<file path="src/rtl/irq_ctrl_if.sv">
// Register bus between a bus master and the interrupt controller:
// single-cycle read/write strobes, byte address, write data and registered read data.
interface irq_ctrl_if;
    logic        re_i;
    logic        we_i;
    logic [31:0] addr_i;
    logic [31:0] data_i;
    logic [31:0] data_o;

    modport master (
        output re_i,
        output we_i,
        output addr_i,
        output data_i,
        input  data_o
    );

    modport slave (
        input  re_i,
        input  we_i,
        input  addr_i,
        input  data_i,
        output data_o
    );
endinterface

</file>
<file path="src/rtl/irq_ctrl.sv">
// Eight-source edge-triggered interrupt controller with fixed priority (source 0 highest)
// and a claim/complete handshake; drives a single async interrupt request to the CLINT.
module irq_ctrl (
    input  logic        clk,
    input  logic        rst_n,
    input  logic [7:0]  irq_src_i,
    irq_ctrl_if.slave   bus,
    output logic [31:0] interrupt_flag_o,
    output logic [2:0]  irq_id_o
);

    typedef enum logic [1:0] {
        S_IDLE,
        S_ASSERT,
        S_SERVICE
    } state_t;

    localparam logic [7:0] ADDR_ENABLE  = 8'h00;
    localparam logic [7:0] ADDR_PENDING = 8'h04;
    localparam logic [7:0] ADDR_CLAIM   = 8'h08;

    state_t      state_reg;
    logic [7:0]  src_q;
    logic        armed_reg;
    logic [7:0]  enable_reg;
    logic [7:0]  pending_reg;
    logic [7:0]  pending_next;
    logic [31:0] data_reg;
    logic        flag_reg;
    logic [2:0]  irq_id_reg;

    logic [7:0]  addr_lo;
    logic        wr_enable;
    logic        wr_pending;
    logic        wr_claim;
    logic        rd_claim;
    logic        claim_rd;
    logic        complete_ok;
    logic [3:0]  claim_val;
    logic [7:0]  rise;
    logic [7:0]  w1c_mask;
    logic [7:0]  claim_clear;
    logic [7:0]  active;
    logic [2:0]  arb_id;
    logic [31:0] rd_data;
    logic        unused_bits;

    assign addr_lo     = bus.addr_i[7:0];
    assign wr_enable   = bus.we_i && (addr_lo == ADDR_ENABLE);
    assign wr_pending  = bus.we_i && (addr_lo == ADDR_PENDING);
    assign wr_claim    = bus.we_i && (addr_lo == ADDR_CLAIM);
    assign rd_claim    = bus.re_i && (addr_lo == ADDR_CLAIM);
    assign claim_rd    = rd_claim && (state_reg == S_ASSERT);
    assign claim_val   = {1'b0, irq_id_reg} + 4'd1;
    assign complete_ok = wr_claim && (bus.data_i[3:0] == claim_val);
    assign active      = pending_reg & enable_reg;
    assign unused_bits = ^{bus.addr_i[31:8], bus.data_i[31:8]};

    // armed_reg masks the first cycle after reset so levels held through reset
    // are not mistaken for rising edges. A new edge always beats a clear.
    for (genvar gi = 0; gi < 8; gi++) begin : g_pending
        assign rise[gi]         = armed_reg & irq_src_i[gi] & ~src_q[gi];
        assign w1c_mask[gi]     = wr_pending & bus.data_i[gi];
        assign claim_clear[gi]  = claim_rd & (irq_id_reg == 3'(gi));
        assign pending_next[gi] = (pending_reg[gi] & ~w1c_mask[gi] & ~claim_clear[gi]) | rise[gi];
    end

    always_comb begin
        arb_id = 3'd0;
        for (int i = 7; i >= 0; i--) begin
            if (active[i]) begin
                arb_id = 3'(i);
            end
        end
    end

    always_comb begin
        rd_data = 32'd0;
        case (addr_lo)
            ADDR_ENABLE:  rd_data = {24'd0, enable_reg};
            ADDR_PENDING: rd_data = {24'd0, pending_reg};
            ADDR_CLAIM:   rd_data = (state_reg == S_ASSERT) ? {28'd0, claim_val} : 32'd0;
            default:      rd_data = 32'd0;
        endcase
    end

    always_ff @(posedge clk) begin
        if (!rst_n) begin
            state_reg   <= S_IDLE;
            src_q       <= 8'd0;
            armed_reg   <= 1'b0;
            enable_reg  <= 8'd0;
            pending_reg <= 8'd0;
            data_reg    <= 32'd0;
            flag_reg    <= 1'b0;
            irq_id_reg  <= 3'd0;
        end else begin
            src_q       <= irq_src_i;
            armed_reg   <= 1'b1;
            pending_reg <= pending_next;
            if (wr_enable) begin
                enable_reg <= bus.data_i[7:0];
            end
            if (bus.re_i) begin
                data_reg <= rd_data;
            end
            case (state_reg)
                S_IDLE: begin
                    if (active != 8'd0) begin
                        state_reg  <= S_ASSERT;
                        flag_reg   <= 1'b1;
                        irq_id_reg <= arb_id;
                    end
                end
                S_ASSERT: begin
                    if (claim_rd) begin
                        state_reg <= S_SERVICE;
                        flag_reg  <= 1'b0;
                    end else if (!enable_reg[irq_id_reg] || !pending_reg[irq_id_reg]) begin
                        state_reg  <= S_IDLE;
                        flag_reg   <= 1'b0;
                        irq_id_reg <= 3'd0;
                    end
                end
                S_SERVICE: begin
                    if (complete_ok) begin
                        state_reg  <= S_IDLE;
                        irq_id_reg <= 3'd0;
                    end
                end
                default: begin
                    state_reg  <= S_IDLE;
                    flag_reg   <= 1'b0;
                    irq_id_reg <= 3'd0;
                end
            endcase
        end
    end

    assign bus.data_o       = data_reg;
    assign interrupt_flag_o = {31'd0, flag_reg};
    assign irq_id_o         = irq_id_reg;

endmodule
</file>
<file path="src/flat_wrapper.sv">
// flat-port wrapper written by rule: the top's interface ports become plain ports
module irq_ctrl_flat 
  (clk, rst_n, irq_src_i, interrupt_flag_o, irq_id_o, bus_re_i, bus_we_i, bus_addr_i, bus_data_i, bus_data_o);
  irq_ctrl_if bus_i ();
  input  logic clk;
  input  logic rst_n;
  input  logic [7:0] irq_src_i;
  output logic [31:0] interrupt_flag_o;
  output logic [2:0] irq_id_o;
  input wire logic [$bits(bus_i.re_i)-1:0] bus_re_i;
  input wire logic [$bits(bus_i.we_i)-1:0] bus_we_i;
  input wire logic [$bits(bus_i.addr_i)-1:0] bus_addr_i;
  input wire logic [$bits(bus_i.data_i)-1:0] bus_data_i;
  output wire logic [$bits(bus_i.data_o)-1:0] bus_data_o;
  assign bus_i.re_i = bus_re_i;
  assign bus_i.we_i = bus_we_i;
  assign bus_i.addr_i = bus_addr_i;
  assign bus_i.data_i = bus_data_i;
  assign bus_data_o = bus_i.data_o;
  irq_ctrl u_core (.clk(clk), .rst_n(rst_n), .irq_src_i(irq_src_i), .bus(bus_i), .interrupt_flag_o(interrupt_flag_o), .irq_id_o(irq_id_o));
endmodule
</file>
<file path="config.mk">
export PLATFORM = sky130hd
export DESIGN_NAME = irq_ctrl_flat
export DESIGN_NICKNAME = d
export VERILOG_FILES = /design/src/rtl/irq_ctrl_if.sv /design/src/rtl/irq_ctrl.sv /design/src/flat_wrapper.sv
export SDC_FILE = /design/constraint.sdc
export NUM_CORES = 1
export LEC_CHECK = 0
export BUFFER_PORTS_ARGS = -buffer_cell sky130_fd_sc_hd__clkbuf_2
export CAP_MARGIN = 20
export CORE_MARGIN = 2
export CORE_UTILIZATION = 39
export DETAILED_ROUTE_END_ITERATION = 8
export PLACE_DENSITY = 0.81
export REMOVE_ABC_BUFFERS = 1
export SETUP_SLACK_MARGIN = 0.1
export SLEW_MARGIN = 20
export SYNTH_ARGS = -nofsm -noshare
export SYNTH_HDL_FRONTEND = slang
export SYNTH_SLANG_ARGS = --single-unit
export TNS_END_PERCENT = 20
</file>
<file path="constraint.sdc">
create_clock -name clk -period 3.55 [get_ports clk]
set_input_delay 1.065 -clock clk [delete_from_list [all_inputs] [get_ports clk]]
set_output_delay 1.065 -clock clk [all_outputs]
set_load 0.005 [all_outputs]
</file>
==> results_dict.tcl <==
set metrics [dict create \
    start_util 0.408 \
    cp.arrival_ps 2820 \
    layout.nets 409 \
    rr_endpoint "u_core.irq_id_o[1]" \
    finalMaxSlewViolations 0 \
    finalSetupTns_ps 0 \
    num-fill-cells 623 \
    cap_violations 0 \
    synthToLayoutAreaGrowth_pct 7.11 \
    timing.rr.start "u_core.irq_id_o[0]" \
    async_flop_share 0 \
    dieArea_mm2 0.00687 \
    ctsHoldBuffers 0 \
    worst-path-max-fanout 8 \
    period_minus_slack_ps 2630 \
    power.density_mw_per_mm2 352 \
    clk_pin_slew_ps 70 \
    cts_tree "built" \
    final_layout_size_suffix_gt1_frac 0.198 \
    diodes 0 \
    synth-seq-cells 39 \
    required_ps 3740 \
    coreArea_mm2 0.00596 \
    grt_pass1_wl_mm 8.69 \
    first_pass_iters 4 \
    post_drt_via_cell_ratio 4.84 \
    seq_area_um2 781 \
    synthCells 288 \
    clock-sinks 39 \
    grt_start_max_net_pins 22 \
    pre_cts_slack_ps 613 \
    setup_violations 0 \
    vias 1952 \
    end_kind "flip-flop" \
    yosys_warnings 0 \
    crit_type "input pin to flip-flop" \
    leakage_nw 1.14 \
    fp-row-count 28 \
    status "finished clean" \
    chipWidth_um 82.9 \
    die_h_um 82.9 \
    tightest_slew_ps 668 \
    finalWirelength_mm 5.44 \
    r2r_slack_ps 1160 \
    synth_area_mm2 0.00243 \
    yosysMostFrequentCell "buf_4" \
    startpoint_type "input pin" \
    cts_setup_buffers 0 \
    hold_class "flip-flop to flip-flop" \
    ys.flop_type "dfxtp_1" \
    place_congestion 0.919 \
    cp-endpoint "u_core.enable_reg[0]" \
    drc_errors 0 \
    ys_types 46 \
    initialDrtViolationCount 117 \
    clock_skew_ps 8.24 \
    dp_hpwl_mm 4.18 \
    htreeDepth 2 \
    synthTopCellsByCount "buf_4, dfxtp_1, nor2_1" \
    yosysTopAreaCell "dfxtp_1" \
    synth_edf_count 0 \
    ir_drop_v 0.000261 \
    ys_seq_area_frac 0.322 \
    fmax_ghz 0.380 \
    clockBufferDepth 2 \
    wl_per_cell_um 13.5 \
    multi_input_area_mm2 0.00134 \
    max-slew-margin-rel 0.550 \
    grt_pass1_vias 1750 \
    layout_worst_path_cycle_share 0.741 \
    antenna_found_initial 0 \
    portBuffers 39 \
    boundaryPins 143 \
    ant_nets 0 \
    postLayoutSetupSlackWorst_ps 919 \
    final-hold-violation-count 0 \
    grt.overflow.total 0 \
    cts-root-buf "clkbuf_8" \
    netlist_top_cells_area "dfxtp_1, buf_4, mux2i_1" \
    grt_use_total 0.157 \
    reg2regPathDepth 7 \
    startpoint "bus_addr_i[1]" \
    numCtsBuffers 5 \
    rsz0062_at_grt "no" \
    yosysTopAreaCellShare 0.322 \
    clock_latency_ps 300 \
    syn_avg_cell_area_um2 8.43 \
    post_cts_resize_count 0 \
]
cell usage in the layout, fill, tap and decap left out, types with 2 or more instances in the layout:
master    count
conb_1       55
clkbuf_2     39
dfxtp_1      39
nor2_1       24
nand2_1      22
nand3_1      15
inv_1        12
mux2i_1      12
o21ai_0      10
and2_1        8
a21oi_1       8
nand4_1       6
a221oi_1      6
o21a_1        6
ha_1          6
mux2_2        5
clkbuf_8      5
a32oi_1       4
nand2b_1      4
buf_4         4
nor2b_1       3
a22oi_1       2
o211ai_1      2
xnor2_1       2
xor2_1        2
nor3_1        2
a31o_2        2
o311ai_0      2
o22a_1        2
cells by family (layout without fill, tap and decap cells):
| group | count (synthesis) | count (layout) | synth area share |
|---|---|---|---|
| AOI/OAI and AO/OA | 49 | 49 | 0.143 |
| xor gates and xnor gates | 4 | 4 | 0.0144 |
| adders and majority gates | 6 | 6 | 0.0309 |
| buffers and inverters | 77 | 63 | 0.209 |
| DFF | 39 | 39 | 0.322 |
| muxes | 18 | 18 | 0.0820 |
| other | 1 | 55 | 0.00154 |
| and+or+nand+nor | 94 | 94 | 0.198 |
metal layers:
metal | vias to the layer above | wire length, µm | global-route usage | part of all wire
met1 | 875 | 2500 | 0.208 | 0.46
met4 | 0 | 155 | 0.0745 | 0.029
met5 | - | 0 | 0 | 0
li1 | 966 | - | - | -
met3 | 16 | 386 | 0.0408 | 0.071
met2 | 95 | 2390 | 0.235 | 0.44
where the power goes:
part / total, W / internal, W / switching, W / leakage [nW]
clock: 0.000374 / 0.000209 / 0.000164 / 0.0581
sequential: 0.000459 / 0.000449 / 0.00000990 / 0.318
combinational: 0.0000815 / 0.0000312 / 0.0000502 / 0.767
stage by stage:
step / instances / instance area, µm² / hold slack (ps) / util / total power (W)
after detailed placement: 395 / 2490 / 444 / 0.418 / 0.000549
final: 403 / 2600 / 450 / 0.437 / 0.000914
after floorplan: 277 / 2170 / 442 / - / 0.000510
after CTS: 403 / 2600 / 458 / 0.437 / 0.000919
after global placement: 395 / 2490 / 438 / 0.418 / 0.000547
after global routing: 403 / 2600 / 484 / 0.437 / 0.000952
worst min path at each step:
stage,startpoint,end,slack (ps),depth (start not counted)
floorplan,u_core.flag_reg,u_core.flag_reg,440,2
global placement,u_core.bus.data_o[0],u_core.bus.data_o[0],440,2
detailed placement,u_core.bus.data_o[3],u_core.bus.data_o[3],440,2
CTS,u_core.flag_reg,u_core.flag_reg,460,2
global route,u_core.flag_reg,u_core.flag_reg,480,2
finish,u_core.flag_reg,u_core.flag_reg,450,2
final cells by class:
| class | instances | share of cell area |
|---|---|---|
| inverter | 12 | 0.0173 |
| timing repair buffer | 43 | 0.0866 |
| clock buffer | 5 | 0.0265 |
| multi-input combinational | 226 | 0.516 |
| sequential | 39 | 0.300 |
| tap | 75 | 0.0361 |
| clock inverter | 3 | 0.0168 |
worst max-delay path, cell delays in order:
cell and delay [ps]:
clkbuf_2 90, or4_4 570, or3_4 420, nor3b_2 190
buf_4 230, mux2i_1 200, nor2_1 50
(Power assumes the default switching activity.)
